$ cat src/rtl/hdma_regs_ctrl_pkg.sv
// Shared types and constants for the CGB VRAM DMA register front end.
package hdma_regs_ctrl_pkg;

  typedef enum logic [2:0] {
    ST_IDLE,
    ST_GDMA_RUN,
    ST_HB_WAIT,
    ST_HB_XFER,
    ST_HB_HOLD
  } state_t;

  localparam logic [15:0] ADDR_HDMA1 = 16'hFF51;
  localparam logic [15:0] ADDR_HDMA2 = 16'hFF52;
  localparam logic [15:0] ADDR_HDMA3 = 16'hFF53;
  localparam logic [15:0] ADDR_HDMA4 = 16'hFF54;
  localparam logic [15:0] ADDR_HDMA5 = 16'hFF55;

  localparam logic [1:0]  PPU_MODE_HBLANK  = 2'b00;
  localparam int          HDMA_BLOCK_BYTES = 16;

  // Number of blocks encoded by a length field holding blocks-1.
  function automatic logic [7:0] blk_count(input logic [6:0] len);
    return {1'b0, len} + 8'd1;
  endfunction

endpackage

$ cat src/rtl/hdma_regs_ctrl_hblank_edge_det.sv
// Flags the first cycle of an H-blank (mode entering 00 from another mode) while the LCD is on.
module hblank_edge_det
  import hdma_regs_ctrl_pkg::*;
(
  input  logic       i_clk,
  input  logic       i_reset,
  input  logic [1:0] i_ppu_mode,
  input  logic       i_lcd_en,
  output logic       o_rise
);

  logic [1:0] r_prev_mode;

  // Resetting to H-blank keeps a mode already at 00 out of reset from looking like an entry.
  always_ff @(posedge i_clk) begin
    if (i_reset) r_prev_mode <= PPU_MODE_HBLANK;
    else         r_prev_mode <= i_ppu_mode;
  end

  assign o_rise = i_lcd_en && (i_ppu_mode == PPU_MODE_HBLANK) && (r_prev_mode != PPU_MODE_HBLANK);

endmodule

$ cat src/rtl/hdma_regs_ctrl.sv
// CGB VRAM DMA register front end (FF51-FF55): GDMA, and H-blank DMA paced one block per H-blank.
// H-blank mode exists only with HDMA_HBLANK_EN defined; without it every FF55 write starts a GDMA.
module hdma_regs_ctrl
  import hdma_regs_ctrl_pkg::*;
(
  input  logic        i_clk4_2,
  input  logic        i_reset,
  input  logic [15:0] i_cpu_addr,
  input  logic        i_cpu_wr_en,
  input  logic [7:0]  i_cpu_wr_data,
  output logic [7:0]  o_cpu_rd_data,
  input  logic [1:0]  i_ppu_mode,
  input  logic        i_lcd_en,
  input  logic        i_dma_finished,
  output logic [7:0]  o_hdma1_out,
  output logic [7:0]  o_hdma2_out,
  output logic [7:0]  o_hdma3_out,
  output logic [7:0]  o_hdma4_out,
  output logic [7:0]  o_hdma5_out,
  output logic        o_dma_start,
  output logic        o_cpu_stall,
  output logic        o_hdma_active
);

  // Pointers keep only the bits above the 16-byte block offset, which is always zero.
  state_t      r_state;
  logic [15:4] r_src;
  logic [12:4] r_dst;
  logic [6:0]  r_len;
  logic        r_cancelled;
  logic        r_dma_start;
  logic        r_cpu_stall;

  state_t      w_state;
  logic [15:4] w_src;
  logic [12:4] w_dst;
  logic [6:0]  w_len;
  logic        w_fin;
  logic        w_wr_len;
  logic        w_active;

  assign w_wr_len = i_cpu_wr_en && (i_cpu_addr == ADDR_HDMA5);

`ifdef HDMA_HBLANK_EN
  logic w_rise;

  hblank_edge_det u_edge (
    .i_clk      (i_clk4_2),
    .i_reset    (i_reset),
    .i_ppu_mode (i_ppu_mode),
    .i_lcd_en   (i_lcd_en),
    .o_rise     (w_rise)
  );

  assign w_active = (r_state == ST_HB_WAIT) || (r_state == ST_HB_XFER) || (r_state == ST_HB_HOLD);
`else
  logic w_unused_hb;
  assign w_unused_hb = ^{i_ppu_mode, i_lcd_en};
  assign w_active    = 1'b0;
`endif

  // Effect of engine completion and H-blank pacing; a same-cycle CPU write is applied on top.
  always_comb begin
    w_state = r_state;
    w_src   = r_src;
    w_dst   = r_dst;
    w_len   = r_len;
    w_fin   = 1'b0;
    if (i_dma_finished && (r_state == ST_GDMA_RUN)) begin
      w_src   = r_src + {4'h0, blk_count(r_len)};
      w_dst   = r_dst + {1'b0, blk_count(r_len)};
      w_len   = 7'h7F;
      w_state = ST_IDLE;
      w_fin   = 1'b1;
    end
`ifdef HDMA_HBLANK_EN
    else if (i_dma_finished && (r_state == ST_HB_XFER)) begin
      w_src = r_src + 12'd1;
      w_dst = r_dst + 9'd1;
      w_fin = 1'b1;
      if (r_len == 7'd0) begin
        w_len   = 7'h7F;
        w_state = ST_IDLE;
      end else begin
        w_len   = r_len - 7'd1;
        w_state = ST_HB_HOLD;
      end
    end else if ((r_state == ST_HB_HOLD) && ((i_ppu_mode != PPU_MODE_HBLANK) || !i_lcd_en)) begin
      w_state = ST_HB_WAIT;
    end
`endif
  end

  always_ff @(posedge i_clk4_2) begin
    if (i_reset) begin
      r_state     <= ST_IDLE;
      r_src       <= '0;
      r_dst       <= '0;
      r_len       <= 7'h7F;
      r_cancelled <= 1'b0;
      r_dma_start <= 1'b0;
      r_cpu_stall <= 1'b0;
    end else begin
      r_state     <= w_state;
      r_src       <= w_src;
      r_dst       <= w_dst;
      r_len       <= w_len;
      r_dma_start <= 1'b0;
      if (w_fin) r_cpu_stall <= 1'b0;

      if (i_cpu_wr_en && (w_state == ST_IDLE)) begin
        case (i_cpu_addr)
          ADDR_HDMA1: r_src[15:8] <= i_cpu_wr_data;
          ADDR_HDMA2: r_src[7:4]  <= i_cpu_wr_data[7:4];
          ADDR_HDMA3: r_dst[12:8] <= i_cpu_wr_data[4:0];
          ADDR_HDMA4: r_dst[7:4]  <= i_cpu_wr_data[7:4];
          default: ;
        endcase
      end

      if (w_wr_len) begin
        r_cancelled <= 1'b0;
        case (w_state)
          ST_IDLE: begin
            r_len <= i_cpu_wr_data[6:0];
`ifdef HDMA_HBLANK_EN
            if (!i_cpu_wr_data[7]) begin
              r_state     <= ST_GDMA_RUN;
              r_dma_start <= 1'b1;
              r_cpu_stall <= 1'b1;
            end else if (i_lcd_en) begin
              r_state <= ST_HB_WAIT;
            end else begin
              // With the LCD off no H-blank will come, so the first block goes now.
              r_state     <= ST_HB_XFER;
              r_dma_start <= 1'b1;
              r_cpu_stall <= 1'b1;
            end
`else
            r_state     <= ST_GDMA_RUN;
            r_dma_start <= 1'b1;
            r_cpu_stall <= 1'b1;
`endif
          end
`ifdef HDMA_HBLANK_EN
          ST_HB_WAIT, ST_HB_HOLD: begin
            if (i_cpu_wr_data[7]) begin
              r_len <= i_cpu_wr_data[6:0];
            end else begin
              r_cancelled <= 1'b1;
              r_state     <= ST_IDLE;
            end
          end
`endif
          default: ;
        endcase
      end
`ifdef HDMA_HBLANK_EN
      else if ((r_state == ST_HB_WAIT) && w_rise) begin
        r_state     <= ST_HB_XFER;
        r_dma_start <= 1'b1;
        r_cpu_stall <= 1'b1;
      end
`endif
    end
  end

  always_comb begin
    o_cpu_rd_data = 8'h00;
    case (i_cpu_addr)
      ADDR_HDMA1, ADDR_HDMA2, ADDR_HDMA3, ADDR_HDMA4: o_cpu_rd_data = 8'hFF;
      ADDR_HDMA5: begin
        if (r_state != ST_IDLE) o_cpu_rd_data = {1'b0, r_len};
        else if (r_cancelled)   o_cpu_rd_data = {1'b1, r_len};
        else                    o_cpu_rd_data = 8'hFF;
      end
      default: ;
    endcase
  end

  assign o_hdma1_out   = r_src[15:8];
  assign o_hdma2_out   = {r_src[7:4], 4'h0};
  assign o_hdma3_out   = {3'b000, r_dst[12:8]};
  assign o_hdma4_out   = {r_dst[7:4], 4'h0};
  // H-blank blocks are started one at a time, so the engine always sees a single-block length.
  assign o_hdma5_out   = w_active ? 8'h00 : {(r_state == ST_IDLE), r_len};
  assign o_dma_start   = r_dma_start;
  assign o_cpu_stall   = r_cpu_stall;
  assign o_hdma_active = w_active;

endmodule

$ cat config.mk
export PLATFORM = sky130hd
export DESIGN_NAME = hdma_regs_ctrl
export DESIGN_NICKNAME = d
export VERILOG_FILES = /design/src/rtl/hdma_regs_ctrl_pkg.sv /design/src/rtl/hdma_regs_ctrl_hblank_edge_det.sv /design/src/rtl/hdma_regs_ctrl.sv
export SDC_FILE = /design/constraint.sdc
export NUM_CORES = 1
export LEC_CHECK = 0
export CELL_PAD_IN_SITES_DETAIL_PLACEMENT = 2
export CELL_PAD_IN_SITES_GLOBAL_PLACEMENT = 2
export CORE_ASPECT_RATIO = 1.4
export CORE_UTILIZATION = 26
export CTS_CLUSTER_DIAMETER = 40
export DETAILED_ROUTE_END_ITERATION = 6
export PLACE_DENSITY = 0.92
export SLEW_MARGIN = 20
export SYNTH_ARGS = -nofsm -noshare
export SYNTH_HDL_FRONTEND = slang
export SYNTH_SLANG_ARGS = --single-unit
export TNS_END_PERCENT = 1
$ cat constraint.sdc
create_clock -name i_clk4_2 -period 3.2 [get_ports i_clk4_2]
set_input_delay 0.64 -clock i_clk4_2 [delete_from_list [all_inputs] [get_ports i_clk4_2]]
set_output_delay 0.64 -clock i_clk4_2 [all_outputs]
set_load 0.02 [all_outputs]
# After elaboration in Yosys (flattened, before gate mapping)
# Cells that the tools add are included.
# W data, S select, Z words.
[totals]
ff_bits = 33
input_bits = 31
out_inout_bits = 51
elab_cells = 45
[classes]
n_addsub = 3
n_eq_ne = 6
n_mux = 21
n_bitwise = 1
reduce_logical = 8
[ops]
columns = ["op", "n"]
rows = [
  ["$eq A16 B16 Y1 const B", 5],
  ["$mux W12", 2],
  ["$mux W7", 3],
  ["$mux W9", 2],
  ["$mux W8", 2],
  ["$pmux W8 S2", 1],
  ["$add A12 B8 Y12", 1],
  ["$add A9 B8 Y9", 1],
  ["$mux W3", 3],
  ["$add A7 B1 Y8 const B", 1],
  ["$mux W4", 2],
  ["$logic_not A3 Y1", 2],
  ["$mux W1", 5],
  ["$mux W5", 1],
  ["$reduce_or A4 Y1", 1],
  ["$eq A3 B1 Y1 const B", 1],
  ["$logic_and A1 B1 Y1", 3],
  ["$reduce_bool A3 Y1", 1],
  ["$reduce_or A2 Y1", 1],
  ["$not A1 Y1", 1],
]

# Longest topological paths before layout
[logic_depth]
word_depth = 6
depth_mapped = 11
mapped_depth_nobuf = 11

# Least setup slack after synthesis
# No wires, ideal clock.
[synth_timing]
kind = "input-to-output"
startpoint = "input i_cpu_addr[3]"
endpoint = "output o_cpu_rd_data[7]"
t_arrival_ns = 2.154
required_time_ns = 2.560
slack_ns = 0.406
cell_stages = 4
n_path_buf = 0
path_cell_list = "nand4b_1 -> nor3_1 -> nand4_1 -> o41ai_1"
[synth_between]
elab_chain_len = 3
word_cells_on_any_way = 7
classes_between = "eq/ne: 5; mux: 1; reduce/logical: 1"
[synth_rtl]
columns = ["element", "line", "source"]
rows = [
  ["from (decl)", "hdma_regs_ctrl.sv:8", "input logic [15:0] i_cpu_addr,"],
  ["$eq A16 B16 Y1", "hdma_regs_ctrl.sv:170", "case (i_cpu_addr)"],
  ["$reduce_or A4 Y1", "hdma_regs_ctrl.sv:170", ""],
  ["$pmux W8 S2 (*)", "hdma_regs_ctrl.sv:170", ""],
  ["to (decl)", "hdma_regs_ctrl.sv:11", "output logic [7:0] o_cpu_rd_data,"],
]
# Every way passes the cells marked *; elsewhere a longest branch is shown, timed or not.

# Worst setup path after layout
[layout_timing]
startpoint = "input i_cpu_addr[8]"
endpoint = "output o_cpu_rd_data[6]"
# Same word-level chain as after synthesis.

==> results.md <==
* Worst slew margin relative to its limit at 0.6120
* Power Total at 0.9699 mW
* Total of flip-flops plus latches after synthesis at 33
* GR Overflow Total at 0
* CTS tree: built
* Clk Latency, worst-skew pair at 0.28 ns
* Fin. max-slew vios at 0
* Critical path data arrival time at 2.42 ns
* Slew of the pin with the lowest slew margin at 0.5803 ns
* Post-route standard cell area excluding fillers at 0.003352 mm²
* Cell Pwr Density at 289.4 mW/mm²
* Most area-hungry cell type in the Yosys netlist: dfxtp_1
* Share of the yosys chip area belonging to registers at 0.2705
* Clk slew on worst S/H paths at ~0.060 ns
* Global-route wire length before repair at 15330 µm
* Peak supply drop at 0.0001914 V
* TritonCTS sink count at 33
* Average via count per standard cell at 5.416
* Buffers inserted by post-CTS timing repair at 0
* Number of placed instances, taps included at 473
* Total half-perimeter wirelength after legalization and detailed placement at 7642 µm
* Area Growth Syn to Fin at 37.24%
* Hold violation total from the final report at 0
* Worst clock skew on the final layout at 0.007348 ns
* Number of buffers created by CTS at 5
* Cell Count, Final, Fillers Out at 481
* Gate family responsible for the most delay along the worst path: buffers and inverters
* Total global routing track utilization at 0.2063
* Proportion of netlist area held by the largest area contributor at 0.2705
* CTS Hold Buffers Added at 0
* Weighted congestion reported at the end of routability-driven placement at approximately 0.83
* Buffer and inverter count on the worst path at 3
* Total negative slack for setup checks at 0 ns
* Post-detailed-routing wire length at about 10000 µm
* Placeable Area at between 0.009 and 0.01 mm²
* Post-Synthesis Cell Area at 0.002442 mm²
* Largest net degree at the start of global routing at 35
* Avg Synthesized Cell Area at 8.061 µm²
* Antenna viol nets, final at 0
* Number of I/O port buffers at 66
* Final Cycle Share at 0.9553
* Top area cells in the synthesized netlist: dfxtp_1 27%, ha_1 9.2%, nor2_1 7.4%, a211oi_1 5.5%, buf_4 3.7%
* Violated checks: design-rule violations
* Critical path class: input pin to primary output
* Buffer type at the clock tree root: clkbuf_16
* Critical path's largest stage delay at 0.52 ns
* Finish-stage setup viols at 0
* CP Max Fanout at 7
* Max-cap violations at 0
* Achievable frequency at 327.1 MHz
* Buffers from clock root to sink, at most at 2
* Share of cells above drive strength 1 at 0.06684
* Post-synthesis async set-or-reset flop share at 0
* Kind of capture point of the worst setup path: primary output
* Count of flip-flops with a built-in enable after synthesis at 0
* Die Y at 116.7 µm
* Pre-CTS setup slack at -0.2269 ns
* Number of distinct library cell variants in the gate-level netlist after synthesis at 46
* Worst min-delay path class: register to register
* Antenna violations before repair at 0
* Cells after synthesis at around 300
* DRC errors left at 8
* Primary flip-flop cell chosen by synthesis mapping: dfxtp_1
* Multi-input gate area in the final layout at 0.001658 mm²
* Vias post-DR at roughly 2600
* Smallest setup slack after layout at 0.1430 ns
* Seq. cell area at 661.9 µm²
* Area after detailed placement at 0.003217 mm²
* Wire length per cell after detailed routing at 20.33 µm
* Kind of start point of the critical path: input pin
* Via count of the first global-routing pass at 2974
* # fillers at 1026
* Count of warnings emitted by yosys at 0
* Overall die width at 83.91 µm
* Leakage component of the power at around 1.4 nW
* Die outline area at a little under 0.01 mm²
* Critical Path RT at 2.56 ns
* Initial core utilization at 0.2690
* Number of search-and-repair iterations in the first detailed-routing pass at 6
* Placement Rows at 41
* Post-layout min period at ~3.1 ns
* N_diodes at 0
* Number of top-level design ports at 82
* Number of DRC markers after the initial detailed-route iteration at 117
* Critical path, cell by cell: clkdlybuf4s50_1, nand4b_4, nor3b_4, nand4_1, buf_4, o21ai_0, dlygate4sd2_1
* Run status: finished with violations
* RSZ-0062 raised after global routing: false
* Slowest cell on the critical path: clkdlybuf4s50_1
* CTS H-Tree Depth at 2
* Final nets at 424
==> metrics by stage <==
| step | hold slack (ns) | utilization |
|---|---|---|
| 2_1_floorplan | 0.4735 | - |
| 3_3_place_gp | 0.4461 | 0.3543 |
| 3_5_place_dp | 0.4569 | 0.3543 |
| 4_1_cts | 0.4680 | 0.3690 |
| 5_1_grt | 0.5069 | 0.3692 |
| 6_report | 0.4654 | 0.3692 |
==> synth_stat cells, types with 2 or more instances <==
| cell | count |
|---|---|
| fa_1 | 2 |
| nand2_1 | 14 |
| xnor2_1 | 9 |
| o21ai_0 | 16 |
| buf_4 | 12 |
| a311oi_1 | 3 |
| a21oi_1 | 16 |
| and4b_1 | 2 |
| nand4_1 | 5 |
| nand2b_1 | 2 |
| a211oi_1 | 18 |
| mux2i_1 | 8 |
| o21bai_1 | 9 |
| buf_2 | 4 |
| nor3_1 | 12 |
| xor2_1 | 9 |
| and3_1 | 5 |
| a21o_1 | 4 |
| inv_1 | 7 |
| or3_1 | 3 |
| nor2_1 | 48 |
| ha_1 | 18 |
| nor2b_1 | 5 |
| o21a_1 | 2 |
| clkbuf_1 | 9 |
| nand3_1 | 9 |
| dfxtp_1 | 33 |
==> worst min-delay path: stages (launching register included) <==
cell and delay, ns:
dfxtp_1 0.31, nand2_1 0.05, a21oi_1 0.05
==> flip-flops by register name, indices dropped and copies added, names as in the netlist <==
signal,count
o_cpu_stall,1
r_dst,9
r_src,12
o_dma_start,1
r_state,3
r_len,7
==> per-layer routing <==
metal / up-vias / wire length [µm] / share of wire / track usage
met4: 0 / 377 / 0.039 / 0.1149
met3: 24 / 353 / 0.036 / 0.03463
met1: 1289 / 3682 / 0.38 / 0.2084
met2: 83 / 5367 / 0.55 / 0.4022
met5: - / 0 / 0 / 0
li1: 1209 / - / - / -
==> placed cells by master (no fill, tap or decap), types with 2 or more instances in the layout <==
cell type / netlist / layout
clkdlybuf4s50_1: 0 / 58
nor2_1: 48 / 48
dfxtp_1: 33 / 32
a211oi_1: 18 / 18
ha_1: 18 / 18
o21ai_0: 16 / 16
a21oi_1: 16 / 16
nand2_1: 14 / 14
conb_1: 1 / 12
nor3_1: 12 / 11
buf_4: 12 / 11
nand3_1: 9 / 9
xor2_1: 9 / 9
xnor2_1: 9 / 9
o21bai_1: 9 / 9
mux2i_1: 8 / 8
dlygate4sd2_1: 0 / 8
inv_1: 7 / 7
nand4_1: 5 / 5
and3_1: 5 / 5
nor2b_1: 5 / 5
clkbuf_16: 0 / 5
a21o_1: 4 / 4
or3_1: 3 / 3
a311oi_1: 3 / 3
nand2b_1: 2 / 2
and4b_1: 2 / 2
o21a_1: 2 / 2
fa_1: 2 / 2
clkinv_2: 0 / 2
==> cell type report <==
class / count / area share
repair buffers: 77 / 0.2187
clock inverters: 2 / 0.002986
inverters: 7 / 0.007839
flip-flops and latches: 33 / 0.1975
clock buffers: 6 / 0.03845
multi-input cells: 249 / 0.4946
well taps: 107 / 0.03994
==> final timing paths <==
path	startpoint	endpoint	slack, ns	cells after the start
hold / removal	o_cpu_stall$_SDFF_PP0_	o_cpu_stall$_SDFF_PP0_	0.47	2
hold reg to reg	o_cpu_stall$_SDFF_PP0_	o_cpu_stall$_SDFF_PP0_	0.47	2
setup / recovery	i_cpu_addr[8]	o_cpu_rd_data[6]	0.14	7
setup reg to reg	r_len[1]$_SDFF_PP1_	r_src[15]$_SDFF_PP0_	0.22	10
==> kinds of logic (layout without fill, tap and decap cells) <==
kind of cell    count (synthesis)  count (layout)  synth area share
flops                          33              33            0.2705
simple gates                  116             116            0.2510
compound gates                 75              75            0.2013
xor+xnor                       18              18           0.06455
other cells                     1              12          0.001535
buf+inv                        32              92           0.06967
fa+ha+maj                      20              20            0.1086
mux                             8               8           0.03279
==> where the power goes <==
group	switching (mW)	internal [mW]	leakage [nW]
Sequential	0.00000655	0.411	0.265
Combinational	0.0426	0.0391	1.06
Clock	0.191	0.286	0.0706
Total	0.234	0.736	1.40
==> repair_timing <==
item / in CTS / in global routing
pin swaps: 0 / 0
setup endpoints to repair: 8 / 1
resized for setup: 9 / 1
No activity file was read; power rests on OpenSTA's default activity.
